==> src/rtl/ecc_fifo_rd_drain_if.sv <==
// Stream interface carrying corrected FIFO words and their ECC tags.
//   m_valid  word available (driven by the drain)
//   m_ready  sink accepts the word this cycle (driven by the sink)
//   m_data   corrected data word
//   m_sec    word had a single-bit error that was corrected
//   m_ded    word is uncorrectable (double-bit error)
interface ecc_fifo_rd_drain_if #(
  parameter int unsigned DATA_W = 32
) ();
  logic              m_valid;
  logic              m_ready;
  logic [DATA_W-1:0] m_data;
  logic              m_sec;
  logic              m_ded;

  modport master (
    output m_valid,
    output m_data,
    output m_sec,
    output m_ded,
    input  m_ready
  );

  modport slave (
    input  m_valid,
    input  m_data,
    input  m_sec,
    input  m_ded,
    output m_ready
  );
endinterface

==> src/rtl/ecc_fifo_rd_drain.sv <==
// Read-side drain for a SECDED-protected FIFO with a fixed-latency read port.
// Issues f_rd_en only when a skid-buffer slot is reserved for the returning word, so the buffer
// can never overflow, and presents the words as a valid/ready stream tagged with sec/ded flags.
// Saturating SEC/DED event counters and a sticky protocol-error flag feed the status block.
//
// Ports:
//   clk, rst                 clock, synchronous active-high reset
//   enable                   1 = keep reading the FIFO; 0 = stop issuing reads, finish in-flight
//   f_empty, f_rd_en         FIFO empty flag and read request
//   f_dout, f_dout_valid     FIFO read data and its valid strobe
//   f_sec_err, f_ded_err     ECC flags, qualified by f_dout_valid
//   m                        output stream (ecc_fifo_rd_drain_if master)
//   sec_cnt, ded_cnt         saturating SEC/DED event counts
//   cnt_clr                  clear both counters (an event in the same cycle counts as 1)
//   proto_err                sticky: read data arrived with no read in flight
//   busy                     FSM not idle or buffer holds data
//
// Build option: define ECC_DED_DROP_EN to discard DED words (counted, never forwarded, m_ded = 0).
module ecc_fifo_rd_drain #(
  parameter int unsigned DATA_W     = 32,
  parameter int unsigned RD_LATENCY = 2,
  parameter int unsigned SKID_DEPTH = 4,
  parameter int unsigned CNT_W      = 16
) (
  input  logic                clk,
  input  logic                rst,
  input  logic                enable,
  input  logic                f_empty,
  output logic                f_rd_en,
  input  logic [DATA_W-1:0]   f_dout,
  input  logic                f_dout_valid,
  input  logic                f_sec_err,
  input  logic                f_ded_err,
  ecc_fifo_rd_drain_if.master m,
  output logic [CNT_W-1:0]    sec_cnt,
  output logic [CNT_W-1:0]    ded_cnt,
  input  logic                cnt_clr,
  output logic                proto_err,
  output logic                busy
);

  localparam int unsigned PTR_W = $clog2(SKID_DEPTH);
  localparam int unsigned INF_W = PTR_W + 1;
  localparam int unsigned SUM_W = INF_W + 1;

  // Full throughput needs at least one slot per word the read pipe can hold.
  if (SKID_DEPTH < 2 || SKID_DEPTH < RD_LATENCY || (SKID_DEPTH & (SKID_DEPTH - 1)) != 0)
  begin : g_bad_cfg
    $error("SKID_DEPTH must be a power of 2, >= 2 and >= RD_LATENCY");
  end

  typedef enum logic [1:0] {StIdle, StRun, StDrain} state_e;
  typedef logic [DATA_W+1:0] entry_t;  // {ded, sec, data}

  state_e             state_q, state_d;
  logic [INF_W-1:0]   inflight_q, inflight_d;
  logic [INF_W-1:0]   occ_q, occ_d;
  logic [PTR_W-1:0]   wr_ptr_q, rd_ptr_q;
  entry_t             mem_q [SKID_DEPTH];
  logic [CNT_W-1:0]   sec_cnt_q, sec_cnt_d, ded_cnt_q, ded_cnt_d;
  logic               proto_q;

  logic [SUM_W-1:0]   credit_used;
  logic               accept, stray, is_sec, is_ded, push, pop;
  entry_t             head;

  always_comb begin
    credit_used = SUM_W'(inflight_q) + SUM_W'(occ_q);
    f_rd_en     = (state_q == StRun) && !f_empty && (credit_used < SUM_W'(SKID_DEPTH));
    accept      = f_dout_valid && (inflight_q != '0);
    stray       = f_dout_valid && (inflight_q == '0);
    // Both flags set means the word is uncorrectable; it is not also reported as corrected.
    is_ded      = f_ded_err;
    is_sec      = f_sec_err && !f_ded_err;
`ifdef ECC_DED_DROP_EN
    push        = accept && !is_ded;
`else
    push        = accept;
`endif
    pop         = (occ_q != '0) && m.m_ready;

    inflight_d = inflight_q;
    case ({f_rd_en, accept})
      2'b10:   inflight_d = inflight_q + INF_W'(1);
      2'b01:   inflight_d = inflight_q - INF_W'(1);
      default: inflight_d = inflight_q;
    endcase

    occ_d = occ_q;
    case ({push, pop})
      2'b10:   occ_d = occ_q + INF_W'(1);
      2'b01:   occ_d = occ_q - INF_W'(1);
      default: occ_d = occ_q;
    endcase

    sec_cnt_d = sec_cnt_q;
    if (cnt_clr) begin
      sec_cnt_d = CNT_W'(accept && is_sec);
    end else if (accept && is_sec && (sec_cnt_q != '1)) begin
      sec_cnt_d = sec_cnt_q + CNT_W'(1);
    end

    ded_cnt_d = ded_cnt_q;
    if (cnt_clr) begin
      ded_cnt_d = CNT_W'(accept && is_ded);
    end else if (accept && is_ded && (ded_cnt_q != '1)) begin
      ded_cnt_d = ded_cnt_q + CNT_W'(1);
    end
  end

  always_comb begin
    state_d = state_q;
    unique case (state_q)
      StIdle:  if (enable) state_d = StRun;
      StRun:   if (!enable) state_d = StDrain;
      StDrain: begin
        if (enable) begin
          state_d = StRun;
        end else if (inflight_q == '0) begin
          state_d = StIdle;
        end
      end
      default: state_d = StIdle;
    endcase
  end

  always_ff @(posedge clk) begin
    if (rst) begin
      state_q    <= StIdle;
      inflight_q <= '0;
      occ_q      <= '0;
      wr_ptr_q   <= '0;
      rd_ptr_q   <= '0;
      sec_cnt_q  <= '0;
      ded_cnt_q  <= '0;
      proto_q    <= 1'b0;
    end else begin
      state_q    <= state_d;
      inflight_q <= inflight_d;
      occ_q      <= occ_d;
      if (push) wr_ptr_q <= wr_ptr_q + PTR_W'(1);
      if (pop)  rd_ptr_q <= rd_ptr_q + PTR_W'(1);
      sec_cnt_q  <= sec_cnt_d;
      ded_cnt_q  <= ded_cnt_d;
      if (stray) proto_q <= 1'b1;
    end
  end

  // Storage needs no reset: nothing is visible unless occupancy says so.
  always_ff @(posedge clk) begin
    if (push) mem_q[wr_ptr_q] <= {is_ded, is_sec, f_dout};
  end

  always_comb begin
    head      = mem_q[rd_ptr_q];
    m.m_valid = (occ_q != '0);
    m.m_data  = m.m_valid ? head[DATA_W-1:0] : '0;
    m.m_sec   = m.m_valid && head[DATA_W];
`ifdef ECC_DED_DROP_EN
    m.m_ded   = 1'b0;
`else
    m.m_ded   = m.m_valid && head[DATA_W+1];
`endif
    sec_cnt   = sec_cnt_q;
    ded_cnt   = ded_cnt_q;
    proto_err = proto_q;
    busy      = (state_q != StIdle) || (occ_q != '0);
  end

endmodule
==> src/flat_wrapper.sv <==
// flat-port wrapper written by rule: the top's interface ports become plain ports
module ecc_fifo_rd_drain_flat 
#(
  parameter int unsigned DATA_W     = 32,
  parameter int unsigned RD_LATENCY = 2,
  parameter int unsigned SKID_DEPTH = 4,
  parameter int unsigned CNT_W      = 16
)
  (clk, rst, enable, f_empty, f_rd_en, f_dout, f_dout_valid, f_sec_err, f_ded_err, sec_cnt, ded_cnt, cnt_clr, proto_err, busy, m_m_valid, m_m_data, m_m_sec, m_m_ded, m_m_ready);
  ecc_fifo_rd_drain_if #(.DATA_W(DATA_W)) m_i ();
  input  logic clk;
  input  logic rst;
  input  logic enable;
  input  logic f_empty;
  output logic f_rd_en;
  input  logic [DATA_W-1:0] f_dout;
  input  logic f_dout_valid;
  input  logic f_sec_err;
  input  logic f_ded_err;
  output logic [CNT_W-1:0] sec_cnt;
  output logic [CNT_W-1:0] ded_cnt;
  input  logic cnt_clr;
  output logic proto_err;
  output logic busy;
  output wire logic [$bits(m_i.m_valid)-1:0] m_m_valid;
  output wire logic [$bits(m_i.m_data)-1:0] m_m_data;
  output wire logic [$bits(m_i.m_sec)-1:0] m_m_sec;
  output wire logic [$bits(m_i.m_ded)-1:0] m_m_ded;
  input wire logic [$bits(m_i.m_ready)-1:0] m_m_ready;
  assign m_m_valid = m_i.m_valid;
  assign m_m_data = m_i.m_data;
  assign m_m_sec = m_i.m_sec;
  assign m_m_ded = m_i.m_ded;
  assign m_i.m_ready = m_m_ready;
  ecc_fifo_rd_drain #(.DATA_W(DATA_W), .RD_LATENCY(RD_LATENCY), .SKID_DEPTH(SKID_DEPTH), .CNT_W(CNT_W)) u_core (.clk(clk), .rst(rst), .enable(enable), .f_empty(f_empty), .f_rd_en(f_rd_en), .f_dout(f_dout), .f_dout_valid(f_dout_valid), .f_sec_err(f_sec_err), .f_ded_err(f_ded_err), .m(m_i), .sec_cnt(sec_cnt), .ded_cnt(ded_cnt), .cnt_clr(cnt_clr), .proto_err(proto_err), .busy(busy));
endmodule
==> config.mk <==
export PLATFORM = sky130hd
export DESIGN_NAME = ecc_fifo_rd_drain_flat
export DESIGN_NICKNAME = d
export VERILOG_FILES = /design/src/rtl/ecc_fifo_rd_drain_if.sv /design/src/rtl/ecc_fifo_rd_drain.sv /design/src/flat_wrapper.sv
export SDC_FILE = /design/constraint.sdc
export NUM_CORES = 1
export LEC_CHECK = 0
export CAP_MARGIN = 15
export CORE_UTILIZATION = 45
export CTS_BUF_LIST = sky130_fd_sc_hd__clkbuf_4 sky130_fd_sc_hd__clkbuf_8
export DETAILED_ROUTE_END_ITERATION = 12
export HOLD_SLACK_MARGIN = 0.08
export PLACE_DENSITY = 0.69
export SYNTH_ARGS = -nofsm -noshare
export SYNTH_HDL_FRONTEND = slang
export SYNTH_SLANG_ARGS = --single-unit
==> constraint.sdc <==
create_clock -name clk -period 5.6 [get_ports clk]
set_clock_uncertainty 0.2 [all_clocks]
set_input_delay 1.12 -clock clk [delete_from_list [all_inputs] [get_ports clk]]
set_output_delay 1.12 -clock clk [all_outputs]
set_load 0.03 [all_outputs]
* After elaboration in Yosys (flattened, before gate mapping)
Memory sizes are Yosys's and may differ from the RTL's. A register that Yosys moved wholly into a read port is not among the register bits.
Index checks and enable logic that the tools add are counted.
** Operators by class
- Add/subtract/negate cells :: 9
- Order comparisons :: 1
- Eq/ne operators :: 11
- Multiplexer cells :: 16
- Reductions and logical operators :: 26
** Operator list (count)
- $add A16 B1 Y16 const B :: 2
- $mux W32 :: 1
- $ne A16 B16 Y1 const B :: 2
- $logic_and A1 B1 Y1 :: 12
- $mux W2 :: 6
- $pmux W3 S2 :: 2
- $reduce_bool A2 Y1 :: 5
- $add A3 B1 Y3 const B :: 2
- $eq A2 B1 Y1 const B :: 3
- $eq A2 B2 Y1 const B :: 3
- $mux W1 :: 6
- $pmux W2 S3 :: 1
- $reduce_bool A3 Y1 :: 2
- $sub A3 B1 Y3 const B :: 2
- $add A2 B1 Y2 const B :: 2
- $add A3 B3 Y4 :: 1
- $lt A4 B3 Y1 const B :: 1
- $ne A2 B2 Y1 const B :: 2
- $logic_not A3 Y1 :: 1
- $ne A3 B2 Y1 const B :: 1
- $reduce_and A3 Y1 :: 1
- $logic_not A1 Y1 :: 2
- $logic_not A2 Y1 :: 1
- $reduce_or A2 Y1 :: 1
- $logic_or A1 B1 Y1 :: 1
** Word-level totals
- Register bits :: 45
- Memory bits (writable) :: 136
- Bits of input ports :: 41
- Output and inout port bits :: 70
- Logic and storage cells :: 74
- Memories :: 1
** Memories
- u_core.mem_q :: words 4, bits a word 34, read ports 1, clocked after Yosys merged registers in 1, wr ports 1, RTL line ecc_fifo_rd_drain.sv:59 : entry_t mem_q [SKID_DEPTH];

* Logic depth before layout (Yosys ltp)
Gate-level depths: netlist of the first run.
- Depth in word-level cells :: 6
- Depth in mapped cells :: 11
- Gate-level depth less buffers :: 9

* Worst setup path before layout of the first run
Ideal clock, no wire load.
- Kind :: flip-flop to output port
- Start :: register with a tool-made name
- End :: output port m_m_data[10]
- Arrival time :: 1.552 ns
- Required time :: 4.280 ns
- Path slack :: 2.728 ns
- Cell stages (with the launch flop) :: 5
- Cell sequence :: dfxtp_1 -> buf_2 -> buf_2 -> mux4_2 -> and2_1
** RTL lines
- end, declared :: RTL line flat_wrapper.sv:26 : output wire logic [$bits(m_i.m_data)-1:0] m_m_data;

==> results of run 1 <==
==> metrics by stage <==
| step | cell area [sq um] | worst slack (ns) | instances | hold WS [ns] | power [uW] |
|---|---|---|---|---|---|
| after floorplan | 7700 | 2.73 | 513 | 0.241 | 2290 |
| after global placement | 8990 | 1.81 | 823 | 0.253 | 2610 |
| after detailed placement | 8990 | 1.76 | 823 | 0.267 | 2630 |
| after CTS | 9350 | 1.46 | 855 | 0.287 | 3440 |
| after global routing | 9360 | 1.36 | 856 | 0.306 | 3550 |
| final | 9360 | 1.56 | 856 | 0.283 | 3390 |
==> layout make-up <==
cell class | count | area (sq um) | share of cell area [%]
Tap cell | 220 | 275 | 2.94
Sequential cell | 183 | 5030 | 53.7
Clock inverter | 15 | 129 | 1.38
Multi-Input combinational cell | 294 | 2510 | 26.9
Inverter | 13 | 48.8 | 0.521
Timing Repair Buffer | 114 | 1130 | 12.1
Clock buffer | 17 | 234 | 2.50
==> worst register-to-register path: cells and delay by family (launching register included) <==
kind	cells	cell delay, ns
compound gates	1	0.14
xor+xnor	1	0.16
fa+ha+maj	2	0.56
buf+inv	2	0.39
flops	1	0.41
simple gates	3	0.67
==> where the power goes <==
part | internal, uW | switching (uW)
Clock | 352 | 463
Combinational | 431 | 507
Sequential | 1570 | 66.2
Total | 2360 | 1040
==> synth_stat cells, types with 4 or more instances <==
library cell and count:
nand4_1 10, nor2_1 17, clkbuf_1 14, o21ai_0 9
inv_1 12, dfxtp_1 47, buf_2 6, nand3_1 13
mux4_2 34, nand2_1 22, ha_1 10, and2_1 41
and4_1 6, or4_1 19, a21oi_1 31, edfxtp_1 136
xor2_1 5, or3_1 10, nor3_1 4, o31ai_1 19
==> layer usage <==
metal	wire, um	vias up
li1	-	2247
met2	7650	106
met5	0	-
met4	170	0
met1	6790	2409
met3	715	16
==> cell families after synthesis <==
group	after synthesis
AOI/OAI and AO/OA	77
DFF	183
buffers and inverters	36
and+or+nand+nor	163
muxes	36
xor gates and xnor gates	6
adders and majority gates	12
==> flip-flops by register name, summed over array words and instances, names as in the netlist, named ones only <==
name,count
u_core.inflight_q,3
u_core.wr_ptr_q,2
u_core.sec_cnt,16
u_core.proto_err,1
u_core.occ_q,3
u_core.rd_ptr_q,2
u_core.ded_cnt,16
u_core.state_q,2
u_core.mem_q,136
==> path summary, 6_finish.rpt <==
check                                       from          endpoint  slack, ns
worst min register to register  u_core.proto_err  u_core.proto_err       0.28
worst max register to register   u_core.occ_q[0]   u_core.occ_q[2]       2.98
worst min-delay path            u_core.proto_err  u_core.proto_err       0.28
worst max-delay path                   flip-flop      m_m_data[16]       1.56
==> summary.txt, run 1 <==
Timing
  • Final hold violations: 0
  • Unrepaired setup endpoints after global routing: false
  • Setup TNS: 0 ns
  • Crit path time final: slightly above 4 ns
  • # setup viols final: 0
  • Worst slew margin: between 30% and 40%
  • Max Freq: 247 MHz
  • Tcrit/Tclk final: 72.2%
  • Max-slew violations: 0
  • Slew @ Worst Pin: approximately 0.97 ns

Global routing
  • Total track usage: 18.3%
  • Met1 usage: between 20% and 30%
  • GRT met3 Usage: around 4.4%
  • Met2 global-route usage: 30.5%
  • Initial antenna violation count: 0
  • Final global-route overflow total: 0
  • First-pass GRT wire length: 24.5 mm
  • Busiest grt layer: met2
  • Largest net degree at the start of global routing: 39
  • Vias in the first global route: 4728

Worst setup path
  • Worst path max stage delay: 0.60 ns
  • Reg2reg path depth: 9
  • Slowest stage cell, crit path: dfxtp_2
  • Worst setup path category: reg -> out
  • Crit Path Max Fanout: 13
  • Crit. End Element: output pin
  • Cell breakdown of the critical path: buf_4, mux4_2, and2_1, clkdlybuf4s50_1
  • Stages on the worst setup path: 4
  • Startpoint Class: flip-flop
  • WP buf/inv: 2
  • Kind of cell adding the most delay to the critical path: buffers and inverters
  • CP required: about 4.3 ns
  • Arrival @ worst endpoint: 2.72 ns

Synthesis
  • Number of enable-type register cells in the synthesized netlist: 136
  • Post-Synth Adder-Cell Area: between 2 and 2.5%
  • Syn_nets: roughly 570
  • Ys Warns: 0
  • Simple-gate share of the synthesized area: 13.1%
  • Top cells by area, synth: edfxtp_1 53%, dfxtp_1 12%, mux4_2 9.9%, and2_1 3.3%, a21oi_1 2.0%
  • Post-Syn Instances: around 510
  • Synth Register Bits: about 180
  • Post-synthesis compound-gate area fraction: 6.50%
  • Post-synthesis mux area share: 10.2%
  • Synthesized area: between 7000 and 8000 sq um
  • Post-synthesis sequential area ratio: 65.3%
  • Synth Flop Type: edfxtp_1
  • Async set-reset flop share out of synthesis: 0%
  • XOR/XNOR Fraction of Synth Area: 0.683%
  • Post-synth top area share: a little over half
  • Synth cell types: 55
  • Synth area leader: edfxtp_1
  • Syn_area_per_cell: 15.0 sq um
  • Largest family of logic cells by synthesized area: simple AND/OR/NAND/NOR gates

Drt
  • DRC errors left: 0
  • Initial DRC Count: 266
  • Detailed Routing Iterations Pass 1: 4
  • Final ANT Viol Nets: 0
  • Post-DR wirelength/cell: ~18 um
  • Via density: 5.58
  • Final WL: 15.3 mm
  • Vias: 4778

Layout
  • Fillers: about 1400
  • Nets: 676
  • Layout area overhead: 21.6%
  • Most common cell after layout, fill and taps aside: edfxtp_1
  • Share of cells above drive strength 1: 13.4%
  • Util after Layout: 56.2%
  • Antenna cells: 0
  • Commonest cells after routing, fill and taps aside: 136 x edfxtp_1, 110 x clkdlybuf4s50_1, 45 x dfxtp_1, 37 x and2_1, 34 x mux4_2

Die
  • Die ar.: ~18000 sq um
  • Die W: around 130 um
  • # rows: 47
  • Die Span Y: about 130 um
  • Ports: 111
  • Initial Util: 46.3%
  • Core area: 16600 sq um

Placement
  • Port buffer count: 110
  • Gpl congestion: 0.811
  • Hpwl dp: 9.69 mm

Power
  • Leakage: 0.00293 uW
  • Worst VDD drop: approximately 0.00015 V
  • PD cells: 363 nW/um^2

Job
  • Max cap viols: 0

CTS
  • Hold buffers post-CTS: 0
  • Worst-path clk slew: around 0.090 ns
  • Post-CTS sizing: 0
  • Root buffer cell: clkbuf_8
  • H-tree depth: 4
  • Post-CTS setup repair buffer count: 0
  • Number of CTS-inserted buffers: 17
  • CTS Buffer Depth: 2
  • CTS tree: done
  • Clock Latency Late Sink: 0.46 ns
  • Clk sinks: 183

Worst hold path
  • Worst min path class: reg -> reg
  • Hold depth: 2

Status
  • Status: completed
Power figures use the tool's default switching activity.
==> run 2: changes to the inputs <==
--- a/config.mk
+++ b/config.mk
@@ -10,7 +10,7 @@
 export CTS_BUF_LIST = sky130_fd_sc_hd__clkbuf_4 sky130_fd_sc_hd__clkbuf_8
 export DETAILED_ROUTE_END_ITERATION = 12
 export HOLD_SLACK_MARGIN = 0.08
-export PLACE_DENSITY = 0.69
+export PLACE_DENSITY = 0.72
 export SYNTH_ARGS = -nofsm -noshare
 export SYNTH_HDL_FRONTEND = slang
 export SYNTH_SLANG_ARGS = --single-unit
==> constraint.sdc (replaced) <==
create_clock -name clk -period 3.7 [get_ports clk]
set_clock_uncertainty 0.2 [all_clocks]
set_input_delay 0.74 -clock clk [delete_from_list [all_inputs] [get_ports clk]]
set_output_delay 0.74 -clock clk [all_outputs]
set_load 0.03 [all_outputs]
==> summary.txt, run 2 (same netlist as run 1, synthesis figures left out) <==
Power
  • Combinational share of power: 28.9%
  • Internal power: between 3000 and 4000 uW
  • Net Sw Power: 1530 uW
  • Sw frac: 30.0%
  • Leakage: 0.00296 uW
  • Worst VDD drop: 0.000250 V
  • PD cells: 541 nW/um^2
  • Flop pwr share: 48.1%
  • Final Power: 5110 uW
  • Clock share of power: 23.0%

Placement
  • Port buffer count: between 100 and 150
  • Hpwl dp: 10.3 mm
  • Gpl congestion: 0.814

Timing
  • Max Freq: 289 MHz
  • Final hold violations: 0
  • Setup TNS: 0 ns
  • Tcrit/Tclk final: 93.5%
  • Slew @ Worst Pin: approximately 0.74 ns
  • Crit path time final: 3.46 ns
  • Max-slew violations: 0
  • Worst slew margin: 50.6%
  • # setup viols final: 0
  • Unrepaired setup endpoints after global routing: false

Worst setup path
  • Crit. End Element: output pin
  • R2R Path Start: u_core.occ_q[0]
  • Reg2reg path depth: 8
  • Crit Path Max Fanout: 21
  • Worst setup path category: reg -> out
  • CP required: ~2.8 ns
  • Startpoint Class: flip-flop
  • RR Endpoint: u_core.occ_q[2]
  • R2r setup slk: 1.03 ns
  • Arrival @ worst endpoint: 2.52 ns

Global routing
  • Vias in the first global route: around 5000
  • Total track usage: 18.9%
  • Largest net degree at the start of global routing: 25
  • Final global-route overflow total: 0
  • First-pass GRT wire length: approximately 26 mm
  • Initial antenna violation count: 0

Layout
  • Max reg flops: 136
  • Commonest cells after routing, fill and taps aside: 136 x edfxtp_1, 110 x clkdlybuf4s50_1, 45 x dfxtp_1, 37 x and2_1, 34 x mux4_2
  • Layout area overhead: 22.7%
  • Largest reg by FF count: u_core.mem_q
  • Most common cell after layout, fill and taps aside: edfxtp_1
  • Share of cells above drive strength 1: between 10% and 20%
  • Fillers: 1318
  • Nets: 683
  • Antenna cells: 0

Worst hold path
  • Hold depth: 1
  • Hold Crit Start: u_core.state_q[0]
  • Worst min path class: reg -> reg
  • WHS Endpoint: u_core.state_q[0]

Die
  • Initial Util: 46.3%
  • Die W: 133 um
  • Core area: 16600 sq um
  • Ports: 111
  • Die Span Y: 133 um
  • # rows: between 40 and 50
  • Die ar.: 17600 sq um

Drt
  • Final WL: 15.7 mm
  • Via density: around 5.6
  • Vias: 4827
  • DRC errors left: 0
  • Initial DRC Count: between 200 and 250
  • Detailed Routing Iterations Pass 1: 4
  • Final ANT Viol Nets: 0
  • Post-DR wirelength/cell: 18.2 um

CTS
  • Clock Latency Late Sink: 0.46 ns
  • Root buffer cell: clkbuf_8
  • CTS tree: done
  • H-tree depth: 4
  • Number of CTS-inserted buffers: 17
  • Hold buffers post-CTS: 0
  • Post-CTS setup repair buffer count: 0
  • Post-CTS sizing: 0
  • Clk sinks: 183
  • CTS Buffer Depth: 2
  • Worst-path clk slew: ~0.08 ns

Job
  • Max cap viols: 0

Status
  • Status: completed
[run 2: cell types whose count changed in the layout (fill, tap and decap cells not counted)]
cell / change
buf_12: +5
clkinv_4: -4
clkbuf_4: +2
clkinv_1: +2
inv_6: -2
buf_4: +1
clkinv_2: +1
[run 2: through the flow]
stage | hold WS, ns | instance area [sq um] | util (%) | instances | setup WS [ns]
floorplan | 0.241 | 7700 | - | 513 | 1.21
global placement | 0.258 | 9100 | 54.7 | 830 | 0.633
detailed placement | 0.271 | 9100 | 54.7 | 830 | 0.453
CTS | 0.292 | 9440 | 56.7 | 860 | 0.126
global route | 0.321 | 9440 | 56.7 | 861 | 0.0432
finish | 0.288 | 9440 | 56.7 | 861 | 0.240
[run 2: metal layers]
layer	track usage, %	wire length (um)
met3	4.52	742
met4	6.96	202
met2	32.0	7840
met5	0	0
met1	23.6	6880
[run 2: power groups by stage]
stage	Sequential, uW	Combinational [uW]	Clock, uW
after floorplan	2480	982	0
after global placement	2490	1480	0
after detailed placement	2500	1500	0
after CTS	2460	1510	1210
after global routing	2470	1600	1290
final	2450	1480	1180
[run 2: cell type report]
class                           count  area (sq um)  share of cell area (%)
Clock buffer                       18           241                    2.56
Tap cell                          220           275                    2.92
Timing Repair Buffer              121          1250                    13.2
Sequential cell                   183          5030                    53.2
Multi-Input combinational cell    294          2510                    26.6
Inverter                           13          48.8                   0.517
Clock inverter                     12          88.8                   0.941
[run 2: worst max path at each step]
| stage | start | to | slack, ns |
|---|---|---|---|
| global placement | f_empty | f_rd_en | 0.63 |
| floorplan | flip-flop | m_m_data[10] | 1.21 |
| finish | u_core.occ_q[2] | m_m_data[11] | 0.24 |
| detailed placement | f_ded_err | u_core.sec_cnt[15] | 0.45 |
| CTS | u_core.occ_q[0] | m_m_data[6] | 0.13 |
| global route | u_core.occ_q[0] | m_m_data[11] | 0.04 |
[run 2: critical path, stage by stage (launching register included)]
cell	delay, ns
dfxtp_1	0.34
or3_1	0.66
buf_4	0.32
and2_1	0.15
clkdlybuf4s50_1	0.59
==> run 3: changes to the inputs <==
--- a/config.mk
+++ b/config.mk
@@ -6,11 +6,12 @@
 export NUM_CORES = 1
 export LEC_CHECK = 0
 export CAP_MARGIN = 15
-export CORE_UTILIZATION = 45
+export CORE_MARGIN = 2
+export CORE_UTILIZATION = 38
 export CTS_BUF_LIST = sky130_fd_sc_hd__clkbuf_4 sky130_fd_sc_hd__clkbuf_8
 export DETAILED_ROUTE_END_ITERATION = 12
 export HOLD_SLACK_MARGIN = 0.08
-export PLACE_DENSITY = 0.72
+export PLACE_DENSITY = 0.62
 export SYNTH_ARGS = -nofsm -noshare
 export SYNTH_HDL_FRONTEND = slang
 export SYNTH_SLANG_ARGS = --single-unit
==> summary.txt, run 3 (same netlist as run 1, synthesis figures left out) <==
Global routing
  • Initial antenna violation count: 0
  • Total track usage: 15.6%
  • Vias in the first global route: 4869
  • First-pass GRT wire length: 26.1 mm
  • Largest net degree at the start of global routing: 35
  • Final global-route overflow total: 0

Die
  • Die ar.: between 20000 and 25000 sq um
  • # rows: 52
  • Ports: 111
  • Initial Util: 38.4%
  • Die Span Y: about 150 um
  • Core area: between 20000 and 25000 sq um
  • Die W: 146 um

CTS
  • CTS tree: done
  • Hold buffers post-CTS: 0
  • Post-CTS setup repair buffer count: 0
  • Worst-path clk slew: 0.10 ns
  • Number of CTS-inserted buffers: 17
  • Clk sinks: 183
  • Post-CTS sizing: 0
  • CTS Buffer Depth: 2
  • Clock Latency Late Sink: about 0.44 ns
  • Root buffer cell: clkbuf_8
  • H-tree depth: 4

Drt
  • Vias: 4814
  • Final WL: 16.1 mm
  • Final ANT Viol Nets: 0
  • DRC errors left: 0
  • Detailed Routing Iterations Pass 1: 4
  • Via density: 5.26
  • Initial DRC Count: 260
  • Post-DR wirelength/cell: 17.5 um

Worst hold path
  • Hold depth: 2
  • Hold Crit Start: u_core.proto_err
  • Worst min path class: reg -> reg
  • WHS Endpoint: u_core.proto_err

Layout
  • Share of cells above drive strength 1: 14.7%
  • Most common cell after layout, fill and taps aside: edfxtp_1
  • Layout area overhead: 24.3%
  • Largest reg by FF count: u_core.mem_q
  • Commonest cells after routing, fill and taps aside: 136 x edfxtp_1, 110 x clkdlybuf4s50_1, 45 x dfxtp_1, 37 x and2_1, 34 x mux4_2
  • Fillers: roughly 1800
  • Final cell count without fillers: ~920
  • Antenna cells: 0
  • Nets: about 700
  • Max reg flops: 136

Power
  • Final Power: roughly 5200 uW
  • Leakage: 0.00299 uW
  • Worst VDD drop: roughly 0.00023 V
  • PD cells: 548 nW/um^2

Timing
  • Crit path time final: roughly 3.4 ns
  • Final worst slack: 0.290 ns
  • Worst slew margin: 53.7%
  • Max-slew violations: 0
  • Slew @ Worst Pin: between 0.6 and 0.7 ns
  • Setup TNS: 0 ns
  • Max Freq: approximately 290 MHz
  • # setup viols final: 0
  • Unrepaired setup endpoints after global routing: false
  • Final hold violations: 0
  • Tcrit/Tclk final: 92.2%

Worst setup path
  • Cell breakdown of the critical path: or3_1, buf_4, and2_1, clkdlybuf4s50_1
  • R2R Path Start: u_core.occ_q[0]
  • Crit Path Max Fanout: 17
  • Worst setup path category: reg -> out
  • Slowest stage cell, crit path: or3_1
  • Worst path max stage delay: 0.65 ns
  • Crit. End Element: output pin
  • Reg2reg path depth: 8
  • Arrival @ worst endpoint: 2.47 ns
  • CP required: 2.76 ns
  • R2r setup slk: 1.01 ns
  • RR Endpoint: u_core.occ_q[2]
  • Startpoint Class: flip-flop

Placement
  • Gpl congestion: 0.819
  • Port buffer count: 110
  • DP Worst Slack: 0.530 ns
  • Hpwl dp: 10.5 mm
  • DP Cell Count: a little under 900

Status
  • Status: completed

Job
  • Max cap viols: 0
[run 3: power breakdown]
group	internal, uW	total [uW]	leakage, uW	switching (uW)
clock network	560	1290	0.000189	732
registers	2380	2450	0.00161	72.2
logic	694	1500	0.00120	804
total	3630	5240	0.00299	1610
[run 3: worst max-delay path: cells and delay by family, from the launching register on]
kind                   cells  cell delay [ns]
flip-flops                 1             0.34
AND/OR/NAND/NOR            2             0.80
buffers and inverters      2             0.90
[run 3: worst max-delay path by stage]
stage | start | to | cells past startpoint
after floorplan | flip-flop | m_m_data[10] | 4
after global placement | f_dout_valid | u_core.inflight_q[2] | 9
after detailed placement | f_dout_valid | u_core.inflight_q[2] | 9
after CTS | u_core.occ_q[0] | m_m_data[10] | 4
after global routing | u_core.occ_q[1] | m_m_data[15] | 4
final | u_core.occ_q[2] | m_m_data[18] | 4
[run 3: area by class of cell]
class	count	area [sq um]	area share (%)
clock inverter	14	139	1.45
timing repair buffer	123	1260	13.2
sequential	183	5030	52.5
inverter	13	48.8	0.510
clock buffer	18	241	2.52
tap	270	338	3.53
multi-input combinational	294	2510	26.3
[run 3: stage by stage]
stage / util [%] / instance area [sq um] / hold slack, ns
after detailed placement: 45.9 / 9190 / 0.262
after floorplan: - / 7700 / 0.241
after CTS: 47.8 / 9570 / 0.287
after global routing: 47.8 / 9570 / 0.323
final: 47.8 / 9570 / 0.292
after global placement: 45.9 / 9190 / 0.259
[run 3: per-layer routing]
| layer | share of wire (%) | global-route usage, % | vias to the layer above |
|---|---|---|---|
| li1 | - | - | 2261 |
| met5 | 0 | 0 | - |
| met2 | 48 | 25.4 | 143 |
| met4 | 1.2 | 4.71 | 0 |
| met1 | 46 | 21.1 | 2391 |
| met3 | 4.9 | 3.34 | 19 |
